`config.mk`:
```
export PLATFORM = sky130hd
export DESIGN_NAME = sa_tile_sequencer
export DESIGN_NICKNAME = d
export VERILOG_FILES = /design/src/rtl/sa_seq_pkg.sv /design/src/rtl/sa_seq_addr_gen.sv /design/src/rtl/sa_tile_sequencer.sv
export SDC_FILE = /design/constraint.sdc
export NUM_CORES = 1
export LEC_CHECK = 0
export CAP_MARGIN = 20
export CORE_MARGIN = 2
export CORE_UTILIZATION = 55
export CTS_BUF_LIST = sky130_fd_sc_hd__clkbuf_8
export DETAILED_ROUTE_END_ITERATION = 8
export PLACE_DENSITY = 0.81
export SLEW_MARGIN = 20
export SYNTH_ARGS = -nofsm -noshare
export SYNTH_HDL_FRONTEND = slang
export SYNTH_SLANG_ARGS = --single-unit
export TNS_END_PERCENT = 30
```
`constraint.sdc`:
```
create_clock -name clk -period 4.1 [get_ports clk]
set_input_delay 0.82 -clock clk [delete_from_list [all_inputs] [get_ports clk]]
set_output_delay 0.82 -clock clk [all_outputs]
set_load 0.05 [all_outputs]
```
`src/rtl/sa_seq_pkg.sv`:
```
// Shared types and sizing helpers for the systolic-array tile sequencer.
package sa_seq_pkg;

  typedef enum logic [2:0] {
    S_IDLE,
    S_LOAD_W,
    S_LOAD_X,
    S_STORE,
    S_NEXT,
    S_FINISH
  } state_t;

  // Words per tile in each phase (weights, inputs, results).
  function automatic int tile_words(input int n);
    return n * n;
  endfunction

  function automatic int beat_width(input int n);
    return (n * n > 1) ? $clog2(n * n) : 1;
  endfunction

endpackage

```
`src/rtl/sa_seq_addr_gen.sv`:
```
// SRAM address generator: base + running tile offset + beat, all modulo 2^ADDR_W.
module sa_seq_addr_gen
  import sa_seq_pkg::*;
#(
  parameter int ADDR_W = 10,
  parameter int N      = 4,
  parameter int BEAT_W = 4
) (
  input  logic              clk,
  input  logic              reset,
  input  logic              clear,
  input  logic              advance,
  input  logic [ADDR_W-1:0] base,
  input  logic [BEAT_W-1:0] beat,
  output logic [ADDR_W-1:0] addr
);

  localparam logic [ADDR_W-1:0] STEP = ADDR_W'(tile_words(N));

  logic [ADDR_W-1:0] tile_off;

  // NOTE: sequential state uses non-blocking assignments so every flop samples pre-edge values.
  always_ff @(posedge clk or posedge reset) begin
    if (reset)        tile_off <= '0;
    else if (clear)   tile_off <= '0;
    else if (advance) tile_off <= tile_off + STEP;
  end

  assign addr = base + tile_off + ADDR_W'(beat);

endmodule

```
`src/rtl/sa_tile_sequencer.sv`:
```
// Sequences N*N tiles through the systolic array: load weights, load inputs, store results.
// Optional feature macro: SA_SEQ_WEIGHT_REUSE_EN (weights fetched once, in tile 0 only).
module sa_tile_sequencer
  import sa_seq_pkg::*;
#(
  parameter int ADDR_W = 10,
  parameter int N      = 4,
  parameter int TILE_W = 8
) (
  input  logic              clk,
  input  logic              reset,
  input  logic              start,
  input  logic [TILE_W-1:0] num_tiles,
  input  logic [ADDR_W-1:0] w_base,
  input  logic [ADDR_W-1:0] x_base,
  input  logic [ADDR_W-1:0] y_base,
  input  logic              valid_out,
  output logic              load_weights,
  output logic              load_inputs,
  output logic              store_outputs,
  output logic              sram_men,
  output logic              sram_ren,
  output logic              sram_wen,
  output logic [ADDR_W-1:0] sram_addr,
  output logic              busy,
  output logic              done
);

  localparam int                TW        = tile_words(N);
  localparam int                BEAT_W    = beat_width(N);
  localparam logic [BEAT_W-1:0] LAST_BEAT = BEAT_W'(TW - 1);

  state_t            state, state_nx;
  logic [BEAT_W-1:0] beat;
  logic [TILE_W-1:0] tile, num_q, tile_inc;
  logic [ADDR_W-1:0] w_q, x_q, y_q, base_sel, gen_addr;
  logic              ren, wen, accept;

  assign accept   = (state == S_IDLE) && start;
  assign tile_inc = tile + 1'b1;

  always_ff @(posedge clk or posedge reset) begin
    if (reset) state <= S_IDLE;
    else       state <= state_nx;
  end

  // NOTE: every combinational output gets a default first, so no path can infer a latch.
  always_comb begin
    state_nx = state;
    unique case (state)
      // An empty job still passes through NEXT so done lands two cycles after start.
      S_IDLE:   if (start) state_nx = (num_tiles == '0) ? S_NEXT : S_LOAD_W;
      S_LOAD_W: if (beat == LAST_BEAT) state_nx = S_LOAD_X;
      S_LOAD_X: if (beat == LAST_BEAT) state_nx = S_STORE;
      S_STORE:  if (valid_out && beat == LAST_BEAT) state_nx = S_NEXT;
      S_NEXT: begin
        if (tile_inc == num_q || num_q == '0) state_nx = S_FINISH;
        else begin
`ifdef SA_SEQ_WEIGHT_REUSE_EN
          state_nx = S_LOAD_X;
`else
          state_nx = S_LOAD_W;
`endif
        end
      end
      S_FINISH: state_nx = S_IDLE;
      default:  state_nx = S_IDLE;
    endcase
  end

  always_comb begin
    ren           = 1'b0;
    wen           = 1'b0;
    store_outputs = 1'b0;
    busy          = 1'b1;
    done          = 1'b0;
    base_sel      = w_q;
    unique case (state)
      S_IDLE:   busy = 1'b0;
      S_LOAD_W: ren = 1'b1;
      S_LOAD_X: begin
        ren      = 1'b1;
        base_sel = x_q;
      end
      S_STORE: begin
        store_outputs = 1'b1;
        wen           = valid_out;
        base_sel      = y_q;
      end
      S_NEXT:   ;
      S_FINISH: begin
        busy = 1'b0;
        done = 1'b1;
      end
      default:  busy = 1'b0;
    endcase
  end

  always_ff @(posedge clk or posedge reset) begin
    if (reset) begin
      beat  <= '0;
      tile  <= '0;
      num_q <= '0;
      w_q   <= '0;
      x_q   <= '0;
      y_q   <= '0;
    end else begin
      if (accept) begin
        num_q <= num_tiles;
        w_q   <= w_base;
        x_q   <= x_base;
        y_q   <= y_base;
        tile  <= '0;
        beat  <= '0;
      end else if (ren || wen) begin
        beat <= (beat == LAST_BEAT) ? '0 : beat + 1'b1;
      end
      if (state == S_NEXT) tile <= tile_inc;
    end
  end

  // Load strobes trail the read by one cycle to match SRAM read latency.
  always_ff @(posedge clk or posedge reset) begin
    if (reset) begin
      load_weights <= 1'b0;
      load_inputs  <= 1'b0;
    end else begin
      load_weights <= (state == S_LOAD_W);
      load_inputs  <= (state == S_LOAD_X);
    end
  end

  sa_seq_addr_gen #(
    .ADDR_W (ADDR_W),
    .N      (N),
    .BEAT_W (BEAT_W)
  ) u_addr_gen (
    .clk     (clk),
    .reset   (reset),
    .clear   (accept),
    .advance (state == S_NEXT),
    .base    (base_sel),
    .beat    (beat),
    .addr    (gen_addr)
  );

  assign sram_ren  = ren;
  assign sram_wen  = wen;
  assign sram_men  = ren | wen;
  assign sram_addr = (ren || wen) ? gen_addr : '0;

endmodule
```
Yosys cells after proc, flatten, opt, wreduce, memory -nomap -nowiden
Index checks and enable logic that the tools add are counted.
{"block": "totals", "ff_bits": 65, "output_inout_bits": 18}
{"block": "op_classes", "add_sub_neg": 5, "eq_ne": 11, "mux": 21, "bitwise_logic": 1, "n_reduce_logical": 12}
{"operator": "10-bit 2-to-1 mux", "n": 3}
{"operator": "10-bit one-hot mux with 2 select lines", "n": 1}
{"operator": "3-bit 2-to-1 mux", "n": 6}
{"operator": "8-bit logical NOT", "n": 2}
{"operator": "8-bit 2-to-1 mux", "n": 2}
{"operator": "3-bit one-hot mux with 5 select lines", "n": 1}
{"operator": "4-bit 2-to-1 mux", "n": 3}
{"operator": "10-bit adder", "n": 1}
{"operator": "10-bit by 4-bit adder with 10-bit output", "n": 1}
{"operator": "10-bit by 5-bit adder with 10-bit output, second input constant", "n": 1}
{"operator": "8-bit by 1-bit adder with 8-bit output, second input constant", "n": 1}
{"operator": "8-bit == test", "n": 1}
{"operator": "2-bit inequality test, second input constant", "n": 4}
{"operator": "3-bit by 2-bit == test with 1-bit output, second input constant", "n": 2}
{"operator": "3-bit == test, second input constant", "n": 2}
{"operator": "1-bit 2-to-1 mux", "n": 5}
{"operator": "4-bit by 1-bit adder with 4-bit output, second input constant", "n": 1}
{"operator": "4-bit == test, second input constant", "n": 1}
{"operator": "4-bit AND reduction", "n": 1}
{"operator": "2-bit nonzero test", "n": 2}
{"operator": "4-bit OR reduction", "n": 1}
{"operator": "3-bit by 1-bit == test with 1-bit output, second input constant", "n": 1}
{"operator": "3-bit logical NOT", "n": 1}
{"operator": "1-bit logical AND", "n": 2}
{"operator": "3 further kinds", "n": 4}

Logic depth before layout (Yosys ltp)
{"block": "depth", "depth_word": 6, "mapped_depth": 14, "mapped_depth_nobuf": 12}

Hierarchy
Synthesis repeated with hierarchy kept, for this count alone.
{"block": "hier_totals", "cells_unflattened": 327, "hier_area_um2": 3509.6}
{"mod": "sa_tile_sequencer", "n_inst": 1, "cells_per_inst": 251, "area_each_um2": 2785.2, "seq_area_each_um2": 1376.3}
{"mod": "sa_seq_addr_gen", "n_inst": 1, "cells_per_inst": 76, "area_each_um2": 724.4, "seq_area_each_um2": 150.1}

Worst setup path before layout
OpenSTA, ideal clock, no wires.
{"block": "synth_timing", "path_kind": "register -> output", "startpoint": "register state[0]", "endpoint": "output port sram_addr[8]", "arrival_ps": 3398, "t_required_ps": 3280, "setup_slack_ps": -118, "path_stages_with_launch": 12, "path_cell_list": "dfrtp_1 > buf_6 > clkbuf_1 > mux2i_1 > o21ai_0 > ha_1 > ha_1 > a21oi_1 > o21ai_0 > a2111oi_0 > or4_1 > a21oi_1"}
{"block": "synth_between", "elab_chain_cells": 5}
{"item": "from (decl)", "line": "sa_tile_sequencer.sv:33", "source": "state_t state, state_nx;"}
{"item": "from (signal assigned)", "line": "sa_tile_sequencer.sv:44", "source": "else state <= state_nx;"}
{"item": "3-bit by 2-bit == test with 1-bit output or 3-bit by 1-bit == test with 1-bit output (tied branches)", "line": "sa_tile_sequencer.sv:78", "source": "unique case (state)"}
{"item": "10-bit one-hot mux with 2 select lines or 2-bit OR reduction (tied branches)"}
{"item": "10-bit adder or 1-bit 2-to-1 mux (tied branches)", "line": "sa_seq_addr_gen.sv:29, sa_tile_sequencer.sv:78"}
{"item": "10-bit by 4-bit adder with 10-bit output or 1-bit logical OR (tied branches)", "line": "sa_seq_addr_gen.sv:29, sa_tile_sequencer.sv:150"}
{"item": "10-bit 2-to-1 mux *", "line": "sa_tile_sequencer.sv:150", "source": "assign sram_addr = (ren || wen) ? gen_addr : '0;"}
{"item": "to (decl)", "line": "sa_tile_sequencer.sv:24", "source": "output logic [ADDR_W-1:0] sram_addr,"}
Every way passes the cells marked *; elsewhere a longest branch is shown, timed or not.

Worst setup path after layout
{"block": "layout_timing", "startpoint": "register state[2]", "endpoint": "output port sram_addr[8]"}
The elaborated chain is that of the path after synthesis.

==> impl_metrics.yaml <==
route:
  via_count: 2755
  drt_iter0_drc: 217
  wl_um: 7630
  avgRoutedWirePerCell_um: 16.1
  drt_first_pass_iters: 5
  ant_nets: 0
  vias_per_cell: 5.81
  drc_errors: 0
finish:
  stdcell_area_mm2: 0.00444
  final_util: 0.741
  drive_gt1_frac: 0.221
  nets: 457
  diodes: 0
  area_delta_synth_final_pct: 28.5
power:
  leakagePower_uw: 0.00194
  vdd_drop_max_mv: 0.543
  finalPower_uw: 3150
  p_per_area_mw_per_mm2: 709
clock_tree:
  clk_pin_slew_worst_paths_ns: 0.07
  htree_levels: 3
  cts_inserted_buffers: 9
  cts_tree: "built"
  clock_latency_ns: 0.35
  clockRootBuffer: "clkbuf_8"
  clockBufferDepth: 2
  clock-sinks: 61
yosys:
  synth_top_area_frac: 0.442
  ys_warn_count: 0
  yosys.area_share.simple: 0.141
  synth_adder_area_share: 0.0782
  synth_cell_types: 39
  synth_area_per_cell_um2: 10.5
  ys_seq_area_frac: 0.442
  syn_inst: 329
  yosys-top-cells-count: "dfrtp_1 (61), mux2_2 (40), o21ai_0 (28)"
  synth_edf_count: 0
  ys_ff_latch: 61
  synthMuxAreaShare: 0.162
  ys_async_sr_fraction: 1.00
  synth_top_area_cell: "dfrtp_1"
  netlist_area_mm2: 0.00346
  yosys.cell_count.top_type: "dfrtp_1"
  synthXorXnorAreaFrac: 0.0558
  synth_ff_type: "dfrtp_1"
  synth_compound_gate_area_share: 0.0927
  syn_nets: 392
  synth.area.top_cells: "dfrtp_1 (44%), mux2_2 (13%), ha_1 (7.2%), o21ai_0 (4.1%), xnor2_1 (3.5%)"
  synth_top_family_by_area: "multiplexers"
die:
  dieArea_mm2: 0.00693
  initial_core_util: 0.577
  rows: 28
  dieWidth_um: 83.3
  coreArea_mm2: 0.00599
  num_io_pins: 60
  die_y_um: 83.3
critical_path:
  critical_path.startpoint_type: "flip-flop"
  cp_max_fo: 15
  worstPathArrival_ns: 3.10
  worst_ep_required_time_ns: 3.28
  critPathKind: "flip-flop to output port"
  critPathCaptureType: "output port"
grt:
  grt_max_degree: 47
  grt_overflow_total: 0
  antenna_found_initial: 0
  grt_pass1_wl_um: 13100
  grt_pass1_vias: 2766
  grt_use_total: 0.235
timing:
  worst_pin_slew_ns: 0.925
  timing_hold_violations_final: 0
  slew_headroom: 0.382
  period_needed_ns: 3.92
  rsz0062_at_grt: "no"
  setup_viol: 0
  finalCritPeriodShare: 0.957
  clock.fmax_mhz: 255
  finalClockSkew_ns: 0.00701
  timing.final.max_slew_violations: 0
  tns_ns: 0
place:
  numPortBuffers: 59
  post-dp-hpwl_um: 5570
  dpl_cell_area_mm2: 0.00420
  globalplace.congestion: 0.866
job:
  cap_violations: 0
worst_hold_path:
  hold_path_class: "flip-flop to flip-flop"
outcome:
  outcome: "completed"
[where the power goes]
part	internal [uW]	switching (uW)
Clock	283	239
Sequential	818	172
Combinational	779	856
[worst paths after layout]
kind / start / to / slack [ns] / cells after the start
max in group asynchronous: reset / w_q[3] / 2.40 / 3
setup reg to reg: state[0] / state[2] / 1.67 / 6
hold / removal: w_q[6] / w_q[6] / 0.51 / 1
min in group asynchronous: reset / num_q[7] / 1.01 / 2
hold reg to reg: w_q[6] / w_q[6] / 0.51 / 1
setup / recovery: state[2] / sram_addr[8] / 0.18 / 11
[per-stage QoR]
step / setup slack, ns / std cells / hold WS, ns
floorplan: 0.0617 / 329 / 0.466
global placement: 0.395 / 455 / 0.490
detailed placement: 0.280 / 455 / 0.496
CTS: 0.0316 / 471 / 0.511
global route: 0.00720 / 474 / 0.530
finish: 0.176 / 474 / 0.510
[worst max-delay path, stage by stage, from the launching register on]
cell	delay (ns)
dfrtp_1	0.38
inv_1	0.15
nand2_4	0.13
o21ai_0	0.25
ha_1	0.28
ha_1	0.35
inv_1	0.09
o21ai_2	0.18
a2111oi_2	0.10
or4_1	0.49
a21oi_2	0.20
buf_12	0.15
[state kept, by name, summed over array words and instances (netlist names)]
name                 count
beat                     4
load_inputs              1
load_weights             1
num_q                    8
state                    3
tile                     8
u_addr_gen.tile_off      6
w_q                     10
x_q                     10
y_q                     10
[layout make-up]
type / count / area [um^2]
well taps: 75 / 93.8
multi-input cells: 247 / 1860
clock buffers: 13 / 179
repair buffers: 69 / 741
flip-flops and latches: 61 / 1530
inverters: 6 / 23.8
clock inverters: 3 / 17.5
fillers: 424 / 1550
[metal layers]
| layer | vias to the layer above | routed length, um | global-route usage |
|---|---|---|---|
| li1 | 1308 | - | - |
| met1 | 1361 | 3540 | 0.323 |
| met2 | 71 | 3550 | 0.366 |
| met3 | 15 | 379 | 0.0457 |
| met4 | 0 | 158 | 0.0999 |
| met5 | - | 0 | 0 |
[logic make-up after synthesis]
family | count (synthesis)
simple gates | 98
flops | 61
xor+xnor | 22
compound gates | 55
fa+ha+maj | 21
mux | 51
buf+inv | 21
[cell usage in the layout (no fill, tap or decap), types with 4 or more instances in the layout]
cell type	instances
inv_1	4
a21oi_1	7
and2_1	5
buf_4	12
dfrtp_1	60
nand3_1	11
clkbuf_8	13
o31ai_1	6
o21ai_0	25
nor4_1	5
ha_1	20
mux2i_1	11
xor2_1	8
nor3_1	6
and3_1	6
buf_12	8
xnor2_1	14
nor2_1	22
nand2_1	26
mux2_2	40
clkdlybuf4s50_1	49
[timing repair]
item                                    in CTS  in global routing
hold buffers                                 0                  0
endpoints found under the setup margin       2                  2
setup buffers                                0                  3
gates resized for setup                      3                  7
(Power assumes the default switching activity.)
